`src/rtl/fp12_mult_arbiter.sv`:
```
// fp12_mult_arbiter: round-robin sharing of one pipelined fp12 multiplier among NUM_REQ requesters.
// Ports: clk/rst (sync, active-high); cfg_enable grants when 1, drains and halts when 0;
// req_valid/req_ready/req_a/req_b per-requester operand handshake (packed i*DATA_W);
// mult_a/mult_b/mult_valid_in registered issue to the multiplier; mult_result/mult_valid_out
// in-order results; rsp_valid/rsp_data one-hot routed response; busy; err_orphan sticky.
// Optional macro FP12_ARB_STATS_EN adds stat_sel/stat_count saturating per-requester grant counters.
module fp12_mult_arbiter #(
  parameter int NUM_REQ = 4,
  parameter int DATA_W = 12,
  parameter int MAX_OUT = 4,
  localparam int ID_W = $clog2(NUM_REQ)
) (
  input  logic                      clk,
  input  logic                      rst,
  input  logic                      cfg_enable,
  input  logic [NUM_REQ-1:0]        req_valid,
  output logic [NUM_REQ-1:0]        req_ready,
  input  logic [NUM_REQ*DATA_W-1:0] req_a,
  input  logic [NUM_REQ*DATA_W-1:0] req_b,
  output logic [DATA_W-1:0]         mult_a,
  output logic [DATA_W-1:0]         mult_b,
  output logic                      mult_valid_in,
  input  logic [DATA_W-1:0]         mult_result,
  input  logic                      mult_valid_out,
  output logic [NUM_REQ-1:0]        rsp_valid,
  output logic [DATA_W-1:0]         rsp_data,
  output logic                      busy,
`ifdef FP12_ARB_STATS_EN
  input  logic [ID_W-1:0]           stat_sel,
  output logic [15:0]               stat_count,
`endif
  output logic                      err_orphan
);
  localparam int AW = $clog2(MAX_OUT);
  localparam int OW = $clog2(MAX_OUT + 1);
  typedef enum logic [1:0] {HALTED, RUN, DRAIN} state_t;
  state_t state, state_d;
  logic [ID_W-1:0] ptr, gnt_id, cand;
  logic found, hs, pop;
  logic [OW-1:0] outstanding;
  logic [ID_W-1:0] tags [MAX_OUT];
  logic [AW-1:0] wr_ptr, rd_ptr;
  assign hs = |req_ready;
  // The tag FIFO occupancy always equals outstanding, so it doubles as the empty flag.
  assign pop = mult_valid_out && outstanding != '0;
  assign busy = outstanding != '0 || mult_valid_in;
  always_comb begin
    state_d = state == HALTED ? (cfg_enable ? RUN : HALTED) :
              cfg_enable ? RUN :
              (state == RUN || outstanding != '0 || mult_valid_in) ? DRAIN : HALTED;
    gnt_id = '0;
    found = 1'b0;
    cand = '0;
    for (int k = 0; k < NUM_REQ; k++) begin
      cand = ID_W'((int'(ptr) + k) % NUM_REQ);
      if (!found && req_valid[cand]) begin
        found = 1'b1;
        gnt_id = cand;
      end
    end
    req_ready = (state == RUN && outstanding < OW'(MAX_OUT) && found) ? NUM_REQ'(1) << gnt_id : '0;
  end
  always_ff @(posedge clk)
    if (rst) state <= HALTED;
    else state <= state_d;
  always_ff @(posedge clk)
    if (hs) tags[wr_ptr] <= gnt_id;
  always_ff @(posedge clk) begin
    if (rst) begin
      ptr <= '0;
      outstanding <= '0;
      wr_ptr <= '0;
      rd_ptr <= '0;
      mult_a <= '0;
      mult_b <= '0;
      mult_valid_in <= 1'b0;
      rsp_valid <= '0;
      rsp_data <= '0;
      err_orphan <= 1'b0;
    end else begin
      mult_valid_in <= hs;
      if (hs) begin
        mult_a <= DATA_W'(req_a >> (DATA_W * gnt_id));
        mult_b <= DATA_W'(req_b >> (DATA_W * gnt_id));
        wr_ptr <= wr_ptr + 1'b1;
        ptr <= 32'(gnt_id) == NUM_REQ - 1 ? '0 : gnt_id + 1'b1;
      end
      if (pop) begin
        rd_ptr <= rd_ptr + 1'b1;
        rsp_data <= mult_result;
      end
      outstanding <= outstanding + OW'(hs) - OW'(pop);
      rsp_valid <= pop ? NUM_REQ'(1) << tags[rd_ptr] : '0;
      if (mult_valid_out && outstanding == '0) err_orphan <= 1'b1;
    end
  end
`ifdef FP12_ARB_STATS_EN
  logic [15:0] cnt [NUM_REQ];
  always_ff @(posedge clk) begin
    if (rst) begin
      for (int k = 0; k < NUM_REQ; k++) cnt[k] <= '0;
      stat_count <= '0;
    end else begin
      if (hs && cnt[gnt_id] != 16'hFFFF) cnt[gnt_id] <= cnt[gnt_id] + 1'b1;
      stat_count <= 32'(stat_sel) < NUM_REQ ? cnt[stat_sel] : '0;
    end
  end
`endif
endmodule

```
`config.mk`:
```
export PLATFORM = sky130hd
export DESIGN_NAME = fp12_mult_arbiter
export DESIGN_NICKNAME = d
export VERILOG_FILES = /design/src/rtl/fp12_mult_arbiter.sv
export SDC_FILE = /design/constraint.sdc
export NUM_CORES = 1
export LEC_CHECK = 0
export CAP_MARGIN = 10
export CORE_ASPECT_RATIO = 1.75
export CORE_MARGIN = 1.5
export CORE_UTILIZATION = 35
export DETAILED_ROUTE_END_ITERATION = 16
export PLACE_DENSITY = 0.7
export SYNTH_ARGS = -nofsm -noshare
export SYNTH_HDL_FRONTEND = slang
export SYNTH_SLANG_ARGS = --single-unit
```
`constraint.sdc`:
```
create_clock -name clk -period 6.9 [get_ports clk]
set_input_delay 0.69 -clock clk [delete_from_list [all_inputs] [get_ports clk]]
set_output_delay 0.69 -clock clk [all_outputs]
set_load 0.02 [all_outputs]
```
==> flow_summary.toml, run 1 <==
[grt]
antenna_found_initial = 0
grt_overflow = 0
first_global_vias = 3517
grt_max_degree = 55
track_usage = 0.206
grt_first_pass_wirelength_um = 16800

[logic_synthesis]
synthArstFlopShare = 0
ys_warn_count = 0
netlist_area_mm2 = 0.00342
synth_top_family_by_area = "compound AO/OA/AOI/OAI gates"
ys_seq_elements = 63
synth_fa_ha_area_frac = 0.0351
synthCells = 372
synthXorXnorAreaFrac = 0.0102
yosysTopAreaCell = "dfxtp_1"
synth-main-ff-cell = "dfxtp_1"
ys_seq_area_frac = 0.392
synth_top_cells_by_count = "55 x dfxtp_1, 43 x a21oi_1, 30 x and3_1"
yosys-top-cells-area = "dfxtp_1 32%, edfxtp_1 7.0%, a21oi_1 6.3%"
synth_compound_area_frac = 0.328
synth.top_cell.area_share = 0.322
muxShareOfSynthArea = 0.0161
synth-edff-count = 8
avgSynthCellArea_um2 = 9.19
yosys.area_share.simple = 0.159
synth_cell_types = 48
synth.most_common_cell = "dfxtp_1"
synthesis.nets = 497

[finish]
fin_nets = 638
final_layout_size_suffix_gt1_frac = 0.102
area_growth_pct = 56.5
antenna_cells = 0
nFillCells = 847

[timing]
rsz0062_at_grt = "false"
slew_headroom = 0.220
hold_viol_final = 0
finalMaxSlewViolations = 0
min_period_over_period = 0.649
fin_crit_ns = 4.48
tns_ns = 0
fmax_mhz = 223
setup_violations = 0
skew_ns = 0.00799
worst_slew_pin_slew_ns = 1.17

[clock_network]
cts_root_buf = "clkbuf_16"
cts_setup_buffers = 0
clock_path_buffers = 2
clk_pin_slew_ns = 0.05
cts_made_buffers = 9
cts_tree = "done"
ctsHtreeMaxLevel = 3
cts_resized = 0
clk_latency_ns = 0.33
clock-sinks = 63
hold_buffers = 0

[setup_path]
worstPathMaxFanout = 26
max_stage_delay_ns = 0.94
startpoint_type = "primary input"
crit_type = "in -> reg"
path_cells = "clkdlybuf4s50_1, nor2b_1, o21bai_1, and2_0, ha_1, nor2_1, and3_1, nor2_4, ha_1, fa_1, nor2b_1"
crit_arrival_ns = 4.65
end_kind = "flop"
worstPathRequired_ns = 7.07
reg2reg_depth = 10
slowest_stage = "and2_0"

[floorplanning]
start_util = 0.361
ioPinCount = 163
dieArea_mm2 = 0.0104
rows = 47
die_w_um = 77.7
die_h_um = 134
core_area_mm2 = 0.00947

[route]
drc = 0
dr.pass1.iters = 4
drt_iter0_markers = 117
ant_nets = 0
wl_um = 10200
dr_total_vias = 3389
wl_per_cell_um = 15.9
via_per_inst = 5.30

[pwr]
fin_total_pwr_mw = 1.42
peakVddDrop_v = 0.000137
power_density_mw_per_mm2 = 265
total_leakage_power_nw = 1.95

[placed_design]
dp_hpwl_um = 7750
numPortBuffers = 162
routabilityCongestion = 0.851

[run_status]
status = "completed"

[hold_path]
hold_class = "reg -> reg"
hold_depth = 2

[job]
maxCapViolCount = 0
## critical path: cells and delay by family
kind / cells / cell delay (ns)
AND/OR/NAND/NOR: 6 / 2.15
adder cells (fa/ha/maj): 3 / 1.02
AO/OA/AOI/OAI: 1 / 0.22
buffers and inverters: 1 / 0.56
## sequential cells by signal, summed over array words and instances (netlist names), named ones only
name           flops
wr_ptr             2
tags               8
rsp_data          12
mult_a            12
rsp_valid          4
outstanding        3
ptr                2
mult_valid_in      1
mult_b            12
rd_ptr             2
err_orphan         1
state              2
## power by group
group	internal [mW]	switching (mW)
registers	0.427	0.0340
clock network	0.313	0.159
logic	0.235	0.248
total	0.975	0.441
## placed cells by master (no fill, tap or decap), drive strengths merged, types with 4 or more instances in the layout
cell type	n
and3	30
clkbuf	9
o21ai	28
buf	4
dfxtp	55
nand3	4
a22oi	24
edfxtp	8
clkinv	4
ha	8
inv	8
a21oi	43
and2	5
nor2b	7
nand2	28
a311oi	24
a21boi	25
nor2	10
clkdlybuf4s50	161
## path summary, 6_finish.rpt
check | startpoint | to | slack, ns
hold reg to reg | rsp_data[10]$_SDFFE_PP0P_ | rsp_data[10]$_SDFFE_PP0P_ | 0.45
setup reg to reg | ptr[0]$_SDFFE_PP0P_ | outstanding[1]$_SDFF_PP0_ | 3.00
hold / removal | rsp_data[10]$_SDFFE_PP0P_ | rsp_data[10]$_SDFFE_PP0P_ | 0.45
setup / recovery | req_valid[0] | outstanding[1]$_SDFF_PP0_ | 2.42
## logic make-up (layout without fill, tap and decap cells)
group,after synthesis,in the layout
simple gates,98,98
buf+inv,43,189
xor+xnor,4,4
compound gates,152,152
mux,3,3
fa+ha+maj,9,9
flops,63,63
## stage by stage
stage | std cells | util | hold WS, ns | cell area [um^2] | worst slack, ns
after global placement | 624 | 0.532 | 0.443 | 5040 | 2.16
after CTS | 640 | 0.565 | 0.456 | 5350 | 2.35
after global routing | 640 | 0.565 | 0.480 | 5350 | 2.07
final | 640 | 0.565 | 0.451 | 5350 | 2.42
after detailed placement | 624 | 0.532 | 0.449 | 5040 | 2.02
after floorplan | 372 | - | 0.484 | 3420 | 3.39
## routing by layer
metal	wire [um]	vias to the layer above	share of wire	track usage
li1	-	1667	-	-
met1	3630	1539	0.36	0.213
met2	5460	157	0.54	0.368
met3	629	26	0.062	0.0527
met4	442	0	0.043	0.117
met5	0	-	0	0
## final cells by class
type,instances,area [um^2],share of cell area
Multi-Input combinational cell,266,1870,0.350
Timing Repair Buffer,165,1640,0.306
Sequential cell,63,1340,0.251
Clock buffer,9,225,0.0421
Tap cell,122,153,0.0285
Clock inverter,7,87.6,0.0164
Inverter,8,30.0,0.00561
(Power assumes the default switching activity.)
==> inputs of run 2 (changes only) <==
--- a/config.mk
+++ b/config.mk
@@ -10,7 +10,7 @@
 export CORE_MARGIN = 1.5
 export CORE_UTILIZATION = 35
 export DETAILED_ROUTE_END_ITERATION = 16
-export PLACE_DENSITY = 0.7
+export PLACE_DENSITY = 0.73
 export SYNTH_ARGS = -nofsm -noshare
 export SYNTH_HDL_FRONTEND = slang
 export SYNTH_SLANG_ARGS = --single-unit
==> constraint.sdc (replaced) <==
create_clock -name clk -period 4.04 [get_ports clk]
set_input_delay 0.404 -clock clk [delete_from_list [all_inputs] [get_ports clk]]
set_output_delay 0.404 -clock clk [all_outputs]
set_load 0.02 [all_outputs]
==> run 2 against run 1 <==
Net effect:
- count of clock-buffer cells in the layout unchanged
- clock power up 77%
- setup slack worse by 1.9 ns
- combinational power up 73%
- flip-flop and latch count unchanged
- largest cell class unchanged
- largest power group unchanged
- die area unchanged
- via count up 1.4%
- non-clock buffer count up 5
==> flow_summary.toml, run 2 (synthesis gave the netlist of run 1 again) <==
[route]
ant_nets = 0
dr_total_vias = 3436
dr.pass1.iters = 4
via_per_inst = 5.33
drt_iter0_markers = 205
wl_per_cell_um = 16.2
drc = 0
wl_um = 10400

[setup_path]
worst-path-stages = 11
crit_type = "in -> reg"
path_buf_inv = 1
max_stage_delay_ns = 0.60
crit_arrival_ns = 3.71
crit_family = "simple AND/OR/NAND/NOR gates"
reg2reg_depth = 10
crit_end = "outstanding[1]$_SDFF_PP0_"
cp-startpoint = "req_valid[0]"
worstPathRequired_ns = 4.21
path_cells = "clkdlybuf4s50_1, nor2b_1, or4_4, nand2_1, ha_1, nor2_1, and3_1, nor2_4, ha_1, fa_1, nor2b_1"
worstPathMaxFanout = 26
end_kind = "flop"
r2r_start = "ptr[0]$_SDFFE_PP0P_"
slowest_stage = "nor2_4"
reg2reg_slack_ns = 0.79
crit-reg2reg-capture = "outstanding[1]$_SDFF_PP0_"
startpoint_type = "primary input"

[pwr]
peakVddDrop_v = 0.000245
total_leakage_power_nw = 1.97
power_density_mw_per_mm2 = 455

[floorplanning]
die_w_um = 77.7
ioPinCount = 163
dieArea_mm2 = 0.0104
rows = 47
core_area_mm2 = 0.00947
die_h_um = 134
start_util = 0.361

[clock_network]
clock_path_buffers = 2
cts_setup_buffers = 0
cts_tree = "done"
clk_pin_slew_ns = 0.05
cts_root_buf = "clkbuf_16"
cts_made_buffers = 9
hold_buffers = 0
ctsHtreeMaxLevel = 3
cts_resized = 0
clock-sinks = 63
clk_latency_ns = 0.33

[timing]
min_period_over_period = 0.876
worst_slew_pin_slew_ns = 1.13
skew_ns = 0.00892
fmax_mhz = 283
finalMaxSlewViolations = 0
tns_ns = 0
hold_viol_final = 0
fin_crit_ns = 3.54
rsz0062_at_grt = "false"
slew_headroom = 0.249
setup_violations = 0

[grt]
grt_max_degree = 55
grt_overflow = 0
track_usage = 0.205
first_global_vias = 3513
antenna_found_initial = 0
grt_first_pass_wirelength_um = 16600

[placed_design]
placed_cells = 629
dp_hpwl_um = 7770
dpl-instance-area_mm2 = 0.00507
routabilityCongestion = 0.832
numPortBuffers = 162

[finish]
finalInstanceArea_mm2 = 0.00540
fin_nets = 643
layout_common_cells = "161 x clkdlybuf4s50_1, 55 x dfxtp_1, 43 x a21oi_1"
antenna_cells = 0
area_growth_pct = 58.1
final_layout_size_suffix_gt1_frac = 0.111
reg_top3 = "mult_a: 12 flops, mult_b: 12 flops, rsp_data: 12 flops"
final_cells = 645
final_common_cell = "clkdlybuf4s50_1"

[run_status]
status = "completed"

[hold_path]
hold_class = "reg -> reg"

[job]
maxCapViolCount = 0
[run 2: cell count changes in the layout (fill, tap and decap cells not counted), sizes merged]
cell / change
buf: +5
inv: +3
clkinv: -3
[run 2: worst min-delay path by stage]
stage / from / to / cells after the start
CTS: rsp_data[10]$_SDFFE_PP0P_ / rsp_data[10]$_SDFFE_PP0P_ / 2
floorplan: cfg_enable / state[1]$_SDFF_PP0_ / 1
detailed placement: rsp_data[10]$_SDFFE_PP0P_ / rsp_data[10]$_SDFFE_PP0P_ / 2
global placement: rsp_data[1]$_SDFFE_PP0P_ / rsp_data[1]$_SDFFE_PP0P_ / 2
global route: rsp_data[5]$_SDFFE_PP0P_ / rsp_data[5]$_SDFFE_PP0P_ / 2
finish: rsp_data[1]$_SDFFE_PP0P_ / rsp_data[1]$_SDFFE_PP0P_ / 2
[run 2: through the flow]
step           utilization  power, mW  hold slack [ns]  setup WS (ns)
6_report             0.571       2.46            0.453          0.503
5_1_grt              0.571       2.59            0.475          0.266
4_1_cts              0.571       2.49            0.456          0.489
3_5_place_dp         0.536       1.64            0.448          0.175
3_3_place_gp         0.536       1.62            0.441          0.257
2_1_floorplan            -       1.29            0.481          0.811
[run 2: layer usage]
| layer | wire (um) | track usage | up-vias | part of all wire |
|---|---|---|---|---|
| met3 | 540 | 0.0452 | 23 | 0.052 |
| met1 | 3740 | 0.208 | 1599 | 0.36 |
| li1 | - | - | 1688 | - |
| met5 | 0 | 0 | - | 0 |
| met2 | 5830 | 0.386 | 126 | 0.56 |
| met4 | 310 | 0.0949 | 0 | 0.030 |
[run 2: report_power, final]
part           switching (mW)  internal, mW  total [mW]
Clock                   0.289         0.547       0.835
Sequential             0.0559         0.729       0.785
Combinational           0.431         0.405       0.837
Total                   0.776          1.68        2.46
[run 2: tightest hold or removal path: cells and delay by family, from the launching register on]
family             cells  cell delay, ns
AOI/OAI and AO/OA      1            0.05
DFF                    1            0.30
and+or+nand+nor        1            0.05
[run 2: final cells by class]
class                      instances  area [um^2]
clock buffer                       9          225
clock inverter                     7          103
fill                             862         4070
inverter                           8         30.0
multi-input combinational        266         1870
sequential                        63         1340
tap                              122          153
timing repair buffer             170         1680
